<file path="src/rtl/layer_priority_ctrl.sv">
// layer_priority_ctrl: per-pixel layer arbiter in front of the palette lookup.
// Picks the highest-priority opaque layer (frog > car > log > bg), animates the
// three water palette entries, and presents the result with a fixed 2-cycle
// latency. It also accumulates per-frame frog overlap flags for game logic.
//
// Ports
//   Clk            in   pixel clock
//   Reset          in   synchronous, active-high
//   pix_en         in   active-video pixel strobe
//   frame_start    in   1-cycle pulse on the first cycle of each frame
//   frog_idx       in   frog sprite palette index
//   car_idx        in   car layer palette index
//   log_idx        in   log layer palette index
//   bg_idx         in   background palette index (always opaque)
//   color_idx      out  winning palette index
//   color_vld      out  color_idx valid (pix_en delayed 2 cycles)
//   anim_phase     out  current water phase 0..2
//   frog_on_car    out  last frame: frog overlapped a car pixel
//   frog_on_log    out  last frame: frog overlapped a log pixel
//   frog_in_water  out  last frame: frog overlapped bare water background
module layer_priority_ctrl #(
    parameter int unsigned IDX_W       = 8,
    parameter int unsigned TRANSP_IDX  = 0,
    parameter int unsigned WATER_BASE  = 15,
    parameter int unsigned ANIM_FRAMES = 16
) (
    input  logic             Clk,
    input  logic             Reset,
    input  logic             pix_en,
    input  logic             frame_start,
    input  logic [IDX_W-1:0] frog_idx,
    input  logic [IDX_W-1:0] car_idx,
    input  logic [IDX_W-1:0] log_idx,
    input  logic [IDX_W-1:0] bg_idx,
    output logic [IDX_W-1:0] color_idx,
    output logic             color_vld,
    output logic [1:0]       anim_phase,
    output logic             frog_on_car,
    output logic             frog_on_log,
    output logic             frog_in_water
);

    localparam int unsigned CNT_W = 8;

    localparam logic [IDX_W-1:0] TRANSP   = IDX_W'(TRANSP_IDX);
    localparam logic [IDX_W-1:0] WATER_LO = IDX_W'(WATER_BASE);
    localparam logic [IDX_W-1:0] WATER_HI = IDX_W'(WATER_BASE + 2);
    localparam logic [CNT_W-1:0] CNT_LAST = CNT_W'(ANIM_FRAMES - 1);

    // Stage 1 registers
    logic             pix_en_q;
    logic [IDX_W-1:0] frog_q;
    logic [IDX_W-1:0] car_q;
    logic [IDX_W-1:0] log_q;
    logic [IDX_W-1:0] bg_q;

    // Animation and collision state
    logic [CNT_W-1:0] frame_cnt;
    logic             acc_car;
    logic             acc_log;
    logic             acc_water;

    // Stage 2 combinational decode
    logic             frog_op;
    logic             car_op;
    logic             log_op;
    logic             bg_water;
    logic [1:0]       water_rel;
    logic [2:0]       water_sum;
    logic [1:0]       water_mod;
    logic [IDX_W-1:0] water_idx;
    logic [IDX_W-1:0] win_idx;
    logic             hit_car;
    logic             hit_log;
    logic             hit_water;

    // Layer opacity and water-range detection on the registered indices
    always_comb begin
        frog_op   = (frog_q != TRANSP);
        car_op    = (car_q  != TRANSP);
        log_op    = (log_q  != TRANSP);
        bg_water  = (bg_q >= WATER_LO) && (bg_q <= WATER_HI);
        water_rel = 2'(bg_q - WATER_LO);
        water_sum = 3'(water_rel) + 3'(anim_phase);
        // Sum is at most 4, so one conditional subtract implements mod 3
        water_mod = (water_sum >= 3'd3) ? 2'(water_sum - 3'd3) : 2'(water_sum);
        water_idx = WATER_LO + IDX_W'(water_mod);
    end

    // Priority select: frog > car > log > bg (bg remapped when it is water)
    always_comb begin
        win_idx = bg_q;
        if (frog_op) begin
            win_idx = frog_q;
        end else if (car_op) begin
            win_idx = car_q;
        end else if (log_op) begin
            win_idx = log_q;
        end else if (bg_water) begin
            win_idx = water_idx;
        end
    end

    // Overlap hits are only meaningful for active-video pixels
    always_comb begin
        hit_car   = pix_en_q && frog_op && car_op;
        hit_log   = pix_en_q && frog_op && log_op;
        hit_water = pix_en_q && frog_op && !car_op && !log_op && bg_water;
    end

    // Pixel pipeline
    always_ff @(posedge Clk) begin
        if (Reset) begin
            pix_en_q  <= 1'b0;
            frog_q    <= '0;
            car_q     <= '0;
            log_q     <= '0;
            bg_q      <= '0;
            color_idx <= '0;
            color_vld <= 1'b0;
        end else begin
            pix_en_q  <= pix_en;
            frog_q    <= frog_idx;
            car_q     <= car_idx;
            log_q     <= log_idx;
            bg_q      <= bg_idx;
            color_idx <= pix_en_q ? win_idx : '0;
            color_vld <= pix_en_q;
        end
    end

    // Water animation: phase advances once every ANIM_FRAMES frames
    always_ff @(posedge Clk) begin
        if (Reset) begin
            frame_cnt  <= '0;
            anim_phase <= 2'd0;
        end else if (frame_start) begin
            if (frame_cnt == CNT_LAST) begin
                frame_cnt  <= '0;
                anim_phase <= (anim_phase == 2'd2) ? 2'd0 : anim_phase + 2'd1;
            end else begin
                frame_cnt <= frame_cnt + CNT_W'(1);
            end
        end
    end

    // Sticky collision accumulators; a hit coincident with frame_start
    // seeds the new frame rather than the one being reported
    always_ff @(posedge Clk) begin
        if (Reset) begin
            acc_car       <= 1'b0;
            acc_log       <= 1'b0;
            acc_water     <= 1'b0;
            frog_on_car   <= 1'b0;
            frog_on_log   <= 1'b0;
            frog_in_water <= 1'b0;
        end else if (frame_start) begin
            frog_on_car   <= acc_car;
            frog_on_log   <= acc_log;
            frog_in_water <= acc_water;
            acc_car       <= hit_car;
            acc_log       <= hit_log;
            acc_water     <= hit_water;
        end else begin
            acc_car   <= acc_car   | hit_car;
            acc_log   <= acc_log   | hit_log;
            acc_water <= acc_water | hit_water;
        end
    end

endmodule
</file>
<file path="config.mk">
export PLATFORM = sky130hd
export DESIGN_NAME = layer_priority_ctrl
export DESIGN_NICKNAME = d
export VERILOG_FILES = /design/src/rtl/layer_priority_ctrl.sv
export SDC_FILE = /design/constraint.sdc
export NUM_CORES = 1
export LEC_CHECK = 0
export ABC_AREA = 1
export BUFFER_PORTS_ARGS = -buffer_cell sky130_fd_sc_hd__clkbuf_2
export CORE_MARGIN = 4
export CORE_UTILIZATION = 54
export CTS_CLUSTER_SIZE = 16
export DETAILED_ROUTE_END_ITERATION = 16
export PLACE_DENSITY = 0.86
export REMOVE_ABC_BUFFERS = 1
export SKIP_CTS_REPAIR_TIMING = 1
export SYNTH_ARGS = -nofsm -noshare
export SYNTH_HDL_FRONTEND = slang
export SYNTH_SLANG_ARGS = --single-unit
</file>
<file path="constraint.sdc">
create_clock -name Clk -period 3.2 [get_ports Clk]
set_input_delay 0.64 -clock Clk [delete_from_list [all_inputs] [get_ports Clk]]
set_output_delay 0.64 -clock Clk [all_outputs]
set_load 0.05 [all_outputs]
</file>
==> flow_metrics.tcl, run 1 <==
set metrics [dict create \
    place_worst_setup_slack_ns 0.4009 \
    max-cap-violations 0 \
    maxClockFrequency_mhz 356.3 \
    setup_tns_ns 0 \
    dp_hpwl_mm 3.387 \
    tightest_slew_ns 0.7724 \
    post_drt_via_cell_ratio 4.696 \
    holdCritPathClass "reg2reg" \
    yosysUniqueCellTypes 32 \
    clk-insertion-delay-late_ns 0.34 \
    required_ns 3.47 \
    grt_max_degree 42 \
    hold_ws_ns 0.4495 \
    area_share_of_the_largest_cell_type_after_synthesis 0.4788 \
    yosysWarnings 0 \
    worst_setup_path_class "reg2reg" \
    r2r_startpoint "bg_q[0]" \
    layoutNonFillerInstCount 428 \
    antenna_violations_before_repair 0 \
    number_of_standard_cell_rows_in_the_floorplan 24 \
    pre_repair_dr_iteration_count 4 \
    synth.area.top_cells "dfxtp_1, inv_1, nor2_1" \
    max_transition_margin 0.4851 \
    total_leakage_power_nw 1.482 \
    grt_overflow 0 \
    critical_path.max_fanout 3 \
    endpoint_kind "register" \
    min_to "color_idx[7]" \
    layout-drive-gt1-share 0.2394 \
    clk_pin_slew_ns 0.07 \
    post-route-min-period_ns 2.806 \
    slew_violations 0 \
    post-synth-top-area-cell "dfxtp_1" \
    worst_slack_ns 0.3937 \
    layout.nets 416 \
    register_cell_area_after_layout_sq_um 1161 \
    dr.first_iter.drc_count 85 \
    p_sw_mw 0.3960 \
    reg2reg_depth 18 \
    worst-r2r-setup-slack_ns 0.39 \
    floorplan.core_area_sq_um 4354 \
    async_reset_ff_frac 0 \
    top_level_ports 50 \
    initial_utilization 0.5569 \
    cts.sinks 58 \
    post_syn_instances 316 \
    multi_input_comb_area_sq_um 965.9 \
    grt_pass1_vias 1865 \
    p_sw_frac 0.2631 \
    power.combinational.fraction 0.106 \
    timing.critical_path.arrival_ns 3.08 \
    drt.antenna.violating_nets 0 \
    vias 2010 \
    synth.cell_area_sq_um 2425 \
    setup_viol 0 \
    grtUsageTotal 0.1792 \
    cts_tree "yes" \
    vdd_ir_drop_max_mv 0.2939 \
    min_delay_path_depth 2 \
    setup_repair_after_global_routing_missed_its_margin "false" \
    cell_at_the_root_of_the_clock_tree "clkbuf_8" \
    finalInstanceArea_sq_um 2883 \
    drt-wirelength-per-cell_um 10.23 \
    power_mw 1.505 \
    clock_power_share 0.383 \
    n_fill_cell 372 \
    clk_buf_depth 2 \
    h-tree-depth 3 \
    pint_mw 1.109 \
    dieHeight_um 75.01 \
    ys_dominant_reg_cell "dfxtp_1" \
    synth_edf_count 0 \
    cts_inserted_buffers 9 \
    yosys_register_bits 58 \
    skew_ns 0.008938 \
    final_hold_viol_count 0 \
    buffer_ports.inserted 49 \
    n_antenna_cell 0 \
    gpl.final_weighted_congestion 0.7933 \
    dieWidth_um 75.01 \
    crit-reg2reg-capture "color_idx[1]" \
    share_seq_of_total_power 0.511 \
    route.final.wire_length_mm 4.377 \
    startpoint_kind_of_the_worst_setup_timing_path "register" \
    p_per_area_nw_per_um2 522.1 \
    placement.cell_area_sq_um 2711 \
    synth-seq-area-share 0.4788 \
    run_status "complete, no violations" \
    synth.avg_cell_area_sq_um 7.674 \
    syn_to_final_growth_pct 18.89 \
    numPlacedInstances 412 \
    finish.utilization 0.6621 \
    remaining_drc_errors 0 \
    grt_first_pass_wirelength_mm 7.465 \
    dieArea_sq_um 5627 \
    final_min_period_over_clock_period 0.8770 \
    hold_start "frog_q[7]" \
]
## cells in the mapped netlist (3+ instances only)
cell type  number
nand2_1        49
o21ai_0         6
inv_2          11
nand4_1         3
nor2_4          3
ha_1            8
a21oi_1        19
nor2_1         58
nand3_1         9
dfxtp_1        58
nand3_2         3
inv_1          60
o21ai_1         5
## placed cells by master, fill, tap and decap left out, types with 3 or more instances in the layout
master,synthesis,layout
a21oi_1,19,19
clkbuf_2,0,49
clkbuf_8,0,10
clkinv_2,0,3
dfxtp_1,58,58
ha_1,8,8
inv_1,60,60
inv_2,11,11
nand2_1,49,49
nand3_1,9,9
nand3_2,3,3
nand4_1,3,3
nor2_1,58,58
nor2_4,3,3
o21ai_0,6,6
o21ai_1,5,5
## worst max-delay path by stage
stage	start	end	slack (ns)	cells after the start
finish	bg_q[0]	color_idx[1]	0.39	18
global placement	bg_q[0]	color_idx[1]	0.55	18
CTS	bg_q[0]	color_idx[1]	0.39	18
floorplan	anim_phase[0]	color_idx[1]	0.43	17
global route	bg_q[0]	color_idx[1]	0.18	18
detailed placement	bg_q[0]	color_idx[1]	0.40	18
## critical path, stage by stage, from the launching register on
cell and delay [ns]:
dfxtp_1 0.35, inv_1 0.08, ha_1 0.27, inv_1 0.05, fa_1 0.52, inv_1 0.06
ha_1 0.21, inv_2 0.06, nand2_1 0.06, a21oi_1 0.11, o21ai_0 0.14, ha_1 0.32
nand4_1 0.09, nand3_1 0.08, nand2_1 0.08, nand2_1 0.05, nand2_1 0.05, nand2_1 0.05
a21oi_1 0.12
## layout make-up
cell class | instances | area share
Sequential cell | 58 | 0.4028
Multi-Input combinational cell | 180 | 0.3351
Inverter | 73 | 0.09505
Timing Repair Buffer | 49 | 0.08507
Clock buffer | 11 | 0.04905
Tap cell | 52 | 0.02257
Clock inverter | 5 | 0.01042
## metal layers
| metal | part of all wire | up-vias | GRT usage |
|---|---|---|---|
| li1 | - | 1060 | - |
| met1 | 0.39 | 885 | 0.1906 |
| met2 | 0.51 | 53 | 0.3056 |
| met3 | 0.066 | 12 | 0.05741 |
| met4 | 0.026 | 0 | 0.1126 |
| met5 | 0 | - | 0 |
## kinds of logic after synthesis
kind of cell / count (synthesis) / share of synthesized area
AO/OA/AOI/OAI: 34 / 0.07791
XOR/XNOR: 1 / 0.003613
adder cells (fa/ha/maj): 9 / 0.04954
buffers and inverters: 78 / 0.1228
flip-flops: 58 / 0.4788
AND/OR/NAND/NOR: 136 / 0.2673
## registers in the layout (all words and copies together), names as in the netlist, 2 cells and up
register / flops
bg_q: 8
anim_phase: 2
car_q: 8
frog_q: 8
log_q: 8
frame_cnt: 8
color_idx: 8
## power groups by stage
stage | combinational [mW] | clock, mW | sequential, mW
after detailed placement | 0.161 | 0 | 0.785
after floorplan | 0.0923 | 0 | 0.798
after global placement | 0.155 | 0 | 0.784
after CTS | 0.162 | 0.590 | 0.769
after global routing | 0.183 | 0.627 | 0.771
final | 0.160 | 0.577 | 0.769
(Power assumes the default switching activity.)
==> run 2: changes to the inputs <==
CELL_PAD_IN_SITES_DETAIL_PLACEMENT = 1   (was default)
CELL_PAD_IN_SITES_GLOBAL_PLACEMENT = 2   (was default)
CORE_UTILIZATION = 30   (was 54)
PLACE_DENSITY = 0.84   (was 0.86)
==> run 2 against run 1 <==
Effect of this change:
- first-iteration DRC count down 59%
- maximum frequency up 0.48%
- cell count up 12%
- worst setup slack better by 0.013 ns
- flip-flop and latch count unchanged
- sequential power about the same
- critical path depth unchanged
- clock skew up 0.0016 ns
- combinational power up 2%
- cell area up 4.0%
- clock-buffer cell count down 2
- largest cell class unchanged
==> flow_metrics.tcl, run 2 (synthesis results as in run 1) <==
set metrics [dict create \
    grt.busiest_layer "met2" \
    dp_hpwl_mm 4.180 \
    cts_tree "yes" \
    share_seq_of_total_power 0.463 \
    skew_ns 0.01056 \
    route.final.wire_length_mm 5.159 \
    final_hold_viol_count 0 \
    setup_repair_after_global_routing_missed_its_margin "false" \
    grt_first_pass_wirelength_mm 9.108 \
    final_min_period_over_clock_period 0.8728 \
    antenna_violations_before_repair 0 \
    grt_use_met3 0.04357 \
    layout.nets 417 \
    maxClockFrequency_mhz 358.0 \
    vias 2011 \
    p_per_area_nw_per_um2 553.5 \
    post_drt_via_cell_ratio 4.198 \
    h-tree-depth 3 \
    gpl.final_weighted_congestion 0.7557 \
    cell_at_the_root_of_the_clock_tree "clkbuf_8" \
    pint_mw 1.248 \
    max-cap-violations 0 \
    dieArea_sq_um 9585 \
    critical_path.max_fanout 3 \
    cts.sinks 58 \
    run_status "complete, no violations" \
    initial_utilization 0.3106 \
    p_sw_frac 0.2481 \
    layout-drive-gt1-share 0.2440 \
    power.combinational.fraction 0.099 \
    clk_pin_slew_ns 0.07 \
    grt_pass1_vias 2166 \
    grt.met2_usage 0.2073 \
    clk-insertion-delay-late_ns 0.34 \
    vdd_ir_drop_max_mv 0.2239 \
    finish.utilization 0.3841 \
    number_of_standard_cell_rows_in_the_floorplan 32 \
    crit_buf_inv 4 \
    worstPathCellList "inv_1, ha_1, inv_1, fa_1, inv_1, ha_1, inv_2, nand2_1, a21oi_1, o21ai_0, ha_1, nand4_1, nand3_1, nand2_1, nand2_1, nand2_1, nand2_1, a21oi_1" \
    holdCritPathClass "reg2reg" \
    p_sw_mw 0.4118 \
    dieHeight_um 97.91 \
    clk_buf_depth 2 \
    n_antenna_cell 0 \
    cp_common_cell "nand2_1" \
    post-route-min-period_ns 2.793 \
    grt_max_degree 26 \
    numPlacedInstances 463 \
    setup_tns_ns 0 \
    max_transition_margin 0.7519 \
    top_level_ports 50 \
    path_delay_family "adder cells" \
    grt_overflow 0 \
    worst_setup_path_class "reg2reg" \
    tightest_slew_ns 0.3709 \
    dr.first_iter.drc_count 35 \
    startpoint_kind_of_the_worst_setup_timing_path "register" \
    timing.critical_path.arrival_ns 3.06 \
    drt.antenna.violating_nets 0 \
    endpoint_kind "register" \
    setup_viol 0 \
    syn_to_final_growth_pct 23.68 \
    cts_inserted_buffers 9 \
    n_fill_cell 998 \
    total_leakage_power_nw 1.507 \
    floorplan.core_area_sq_um 7807 \
    drt-wirelength-per-cell_um 10.77 \
    grtUsageTotal 0.1199 \
    dieWidth_um 97.91 \
    layoutNonFillerInstCount 479 \
    most_common_cell_after_layout_fill_and_taps_aside "inv_1" \
    max_stage_delay_ns 0.52 \
    slew_violations 0 \
    remaining_drc_errors 0 \
    final_cell_mix "inv_1, nor2_1, dfxtp_1" \
    use_met1 0.1321 \
    buffer_ports.inserted 49 \
    required_ns 3.47 \
    pre_repair_dr_iteration_count 4 \
    clock_power_share 0.438 \
    crit_path_top_delay_cell "fa_1" \
]
[run 2: per-stage QoR]
step	cell area, sq um	hold slack (ns)	worst slack, ns	power, mW
finish	2999	0.4599	0.4070	1.660
global placement	2781	0.4355	0.5235	0.9467
detailed placement	2781	0.4486	0.3748	0.9522
CTS	2999	0.4587	0.3715	1.689
global route	2999	0.4655	0.1146	1.745
floorplan	2401	0.4208	0.4264	0.8902
[run 2: metal layers]
| metal | part of all wire | up-vias | routed length (um) |
|---|---|---|---|
| li1 | - | 1058 | - |
| met1 | 0.44 | 914 | 2254 |
| met2 | 0.51 | 35 | 2618 |
| met3 | 0.044 | 4 | 227 |
| met4 | 0.011 | 0 | 59 |
| met5 | 0 | - | 0 |
[run 2: worst paths after layout]
path	endpoint	startpoint	slack (ns)	cells past startpoint
worst max-delay path	color_idx[1]	bg_q[0]	0.41	18
worst min-delay path	frame_cnt[7]	frame_cnt[7]	0.46	1
worst max register to register	color_idx[1]	bg_q[0]	0.41	18
worst min register to register	frame_cnt[7]	frame_cnt[7]	0.46	1
[run 2: power by group through the flow]
stage               registers (mW)  logic (mW)  clock network [mW]
finish                       0.768       0.164               0.728
global route                 0.772       0.191               0.782
CTS                          0.769       0.169               0.751
detailed placement           0.785       0.167                   0
global placement             0.784       0.162                   0
floorplan                    0.798      0.0923                   0
[run 2: final cells by class]
cell class                 count  area (sq um)  area share
timing repair buffer          50         252.7     0.08427
inverter                      73         274.0     0.09136
clock inverter                 7         93.84     0.03129
multi-input combinational    180         965.9      0.3221
sequential                    58          1161      0.3871
clock buffer                   9         123.9     0.04130
tap                          102         127.6     0.04255
==> run 3: changes to the inputs <==
BUFFER_PORTS_ARGS = -buffer_cell sky130_fd_sc_hd__buf_4   (was -buffer_cell sky130_fd_sc_hd__clkbuf_2)
PLACE_DENSITY = 0.87   (was 0.84)
clock period = 3 ns   (was 3.2 ns; I/O delays follow)
==> run 3 against run 2 <==
Effect of this change:
- routed wire length decreased by 2.3%
- die area stayed put
- clock skew fell by 0.0024 ns
- utilization increased by 1.3 points
- global-route usage shrank 0.35 points
- via count fell by 0.35%
- non-clock buffer count decreased by 1
- critical path type unchanged
- largest cell class unchanged
==> flow_metrics.tcl, run 3 (synthesis results as in run 1) <==
set metrics [dict create \
    run_status "complete, no violations" \
    dieWidth_um 97.91 \
    clk_pin_slew_ns 0.07 \
    crit_path_top_delay_cell "fa_1" \
    number_of_standard_cell_rows_in_the_floorplan 32 \
    setup_viol 0 \
    use_met1 0.1353 \
    cts_inserted_buffers 9 \
    place_worst_setup_slack_ns 0.1794 \
    total_leakage_power_nw 1.525 \
    grt_overflow 0 \
    remaining_drc_errors 0 \
    final_hold_viol_count 0 \
    vdd_ir_drop_max_mv 0.1871 \
    buffer_ports.inserted 49 \
    max_transition_margin 0.7314 \
    tightest_slew_ns 0.4029 \
    dr.first_iter.drc_count 45 \
    holdCritPathClass "reg2reg" \
    setup_repair_after_global_routing_missed_its_margin "false" \
    max-cap-violations 0 \
    clk-insertion-delay-late_ns 0.33 \
    post_drt_via_cell_ratio 4.192 \
    post-route-min-period_ns 2.745 \
    syn_to_final_growth_pct 27.92 \
    startpoint_kind_of_the_worst_setup_timing_path "register" \
    grt.met2_usage 0.2016 \
    grtUsageTotal 0.1164 \
    clk_buf_depth 2 \
    required_ns 3.26 \
    timing.critical_path.arrival_ns 3.01 \
    grt_max_degree 42 \
    h-tree-depth 3 \
    maxClockFrequency_mhz 364.4 \
    vias 2004 \
    layoutNonFillerInstCount 478 \
    slew_violations 0 \
    final_min_period_over_clock_period 0.9148 \
    p_per_area_nw_per_um2 556.5 \
    setup_tns_ns 0 \
    skew_ns 0.008185 \
    cts.sinks 58 \
    endpoint_kind "register" \
    numPlacedInstances 462 \
    antenna_violations_before_repair 0 \
    drt-wirelength-per-cell_um 10.55 \
    layout-drive-gt1-share 0.2447 \
    final_cell_mix "inv_1, nor2_1, dfxtp_1" \
    max_stage_delay_ns 0.52 \
    cell_at_the_root_of_the_clock_tree "clkbuf_8" \
    grt.busiest_layer "met2" \
    n_antenna_cell 0 \
    floorplan.core_area_sq_um 7807 \
    drt.antenna.violating_nets 0 \
    pre_repair_dr_iteration_count 4 \
    worst_slack_ns 0.2555 \
    layout.nets 416 \
    grt_pass1_vias 2191 \
    dieHeight_um 97.91 \
    grt_use_met3 0.02500 \
    worst_setup_path_class "reg2reg" \
    cp_common_cell "nand2_1" \
    most_common_cell_after_layout_fill_and_taps_aside "inv_1" \
    top_level_ports 50 \
    power_mw 1.726 \
    critical_path.max_fanout 3 \
    worstPathCellList "inv_1, ha_1, inv_1, fa_1, inv_1, ha_1, inv_2, nand2_1, a21oi_1, o21ai_1, ha_1, nand4_1, nand3_1, nand2_1, nand2_1, nand2_1, nand2_1, a21oi_1" \
    dieArea_sq_um 9585 \
    dp_hpwl_mm 4.055 \
    gpl.final_weighted_congestion 0.7824 \
    route.final.wire_length_mm 5.041 \
    initial_utilization 0.3106 \
    grt_first_pass_wirelength_mm 9.149 \
    cts_tree "yes" \
]
run 3: cell types whose count changed in the layout (fill, tap and decap cells not counted):
cell / delta
clkinv_2: -1
clkinvlp_4: +1
o21ai_1: +1
buf_4: +48
dfxtp_2: +1
bufinv_16: -1
o21ai_0: -1
dfxtp_1: -1
clkbuf_8: +1
clkbuf_2: -49
run 3: metrics by stage:
stage               area, sq um  hold WS [ns]    util
global route               3102        0.4690  0.3973
global placement           2897        0.4378  0.3710
detailed placement         2897        0.4570  0.3710
CTS                        3100        0.4556  0.3971
finish                     3102        0.4600  0.3973
floorplan                  2401        0.4208       -
run 3: final timing paths:
path	from	end	slack, ns	cells after the start
min reg2reg	frog_q[7]	color_idx[7]	0.46	2
max	bg_q[0]	color_idx[1]	0.26	18
min	frog_q[7]	color_idx[7]	0.46	2
max reg2reg	bg_q[0]	color_idx[1]	0.26	18
run 3: critical path: cells and delay by family (launching register included):
kind	cells	cell delay (ns)
AOI/OAI and AO/OA	3	0.34
DFF	1	0.34
adders and majority gates	4	1.30
buffers and inverters	4	0.23
and+or+nand+nor	7	0.46
run 3: report_power, final:
part,switching [mW],internal (mW)
Clock,0.311,0.405
Combinational,0.111,0.0784
Sequential,0.0168,0.803
run 3: per-layer routing:
metal | wire length, um | part of all wire
met4 | 107 | 0.021
met5 | 0 | 0
met2 | 2468 | 0.49
met1 | 2263 | 0.45
met3 | 201 | 0.040
run 3: area by class of cell:
| cell class | count | area (sq um) |
|---|---|---|
| fill | 1009 | 4706 |
| sequential | 58 | 1162 |
| multi-input combinational | 180 | 965.9 |
| timing repair buffer | 49 | 367.9 |
| inverter | 73 | 274.0 |
| clock buffer | 10 | 137.6 |
| tap | 102 | 127.6 |
| clock inverter | 6 | 66.31 |
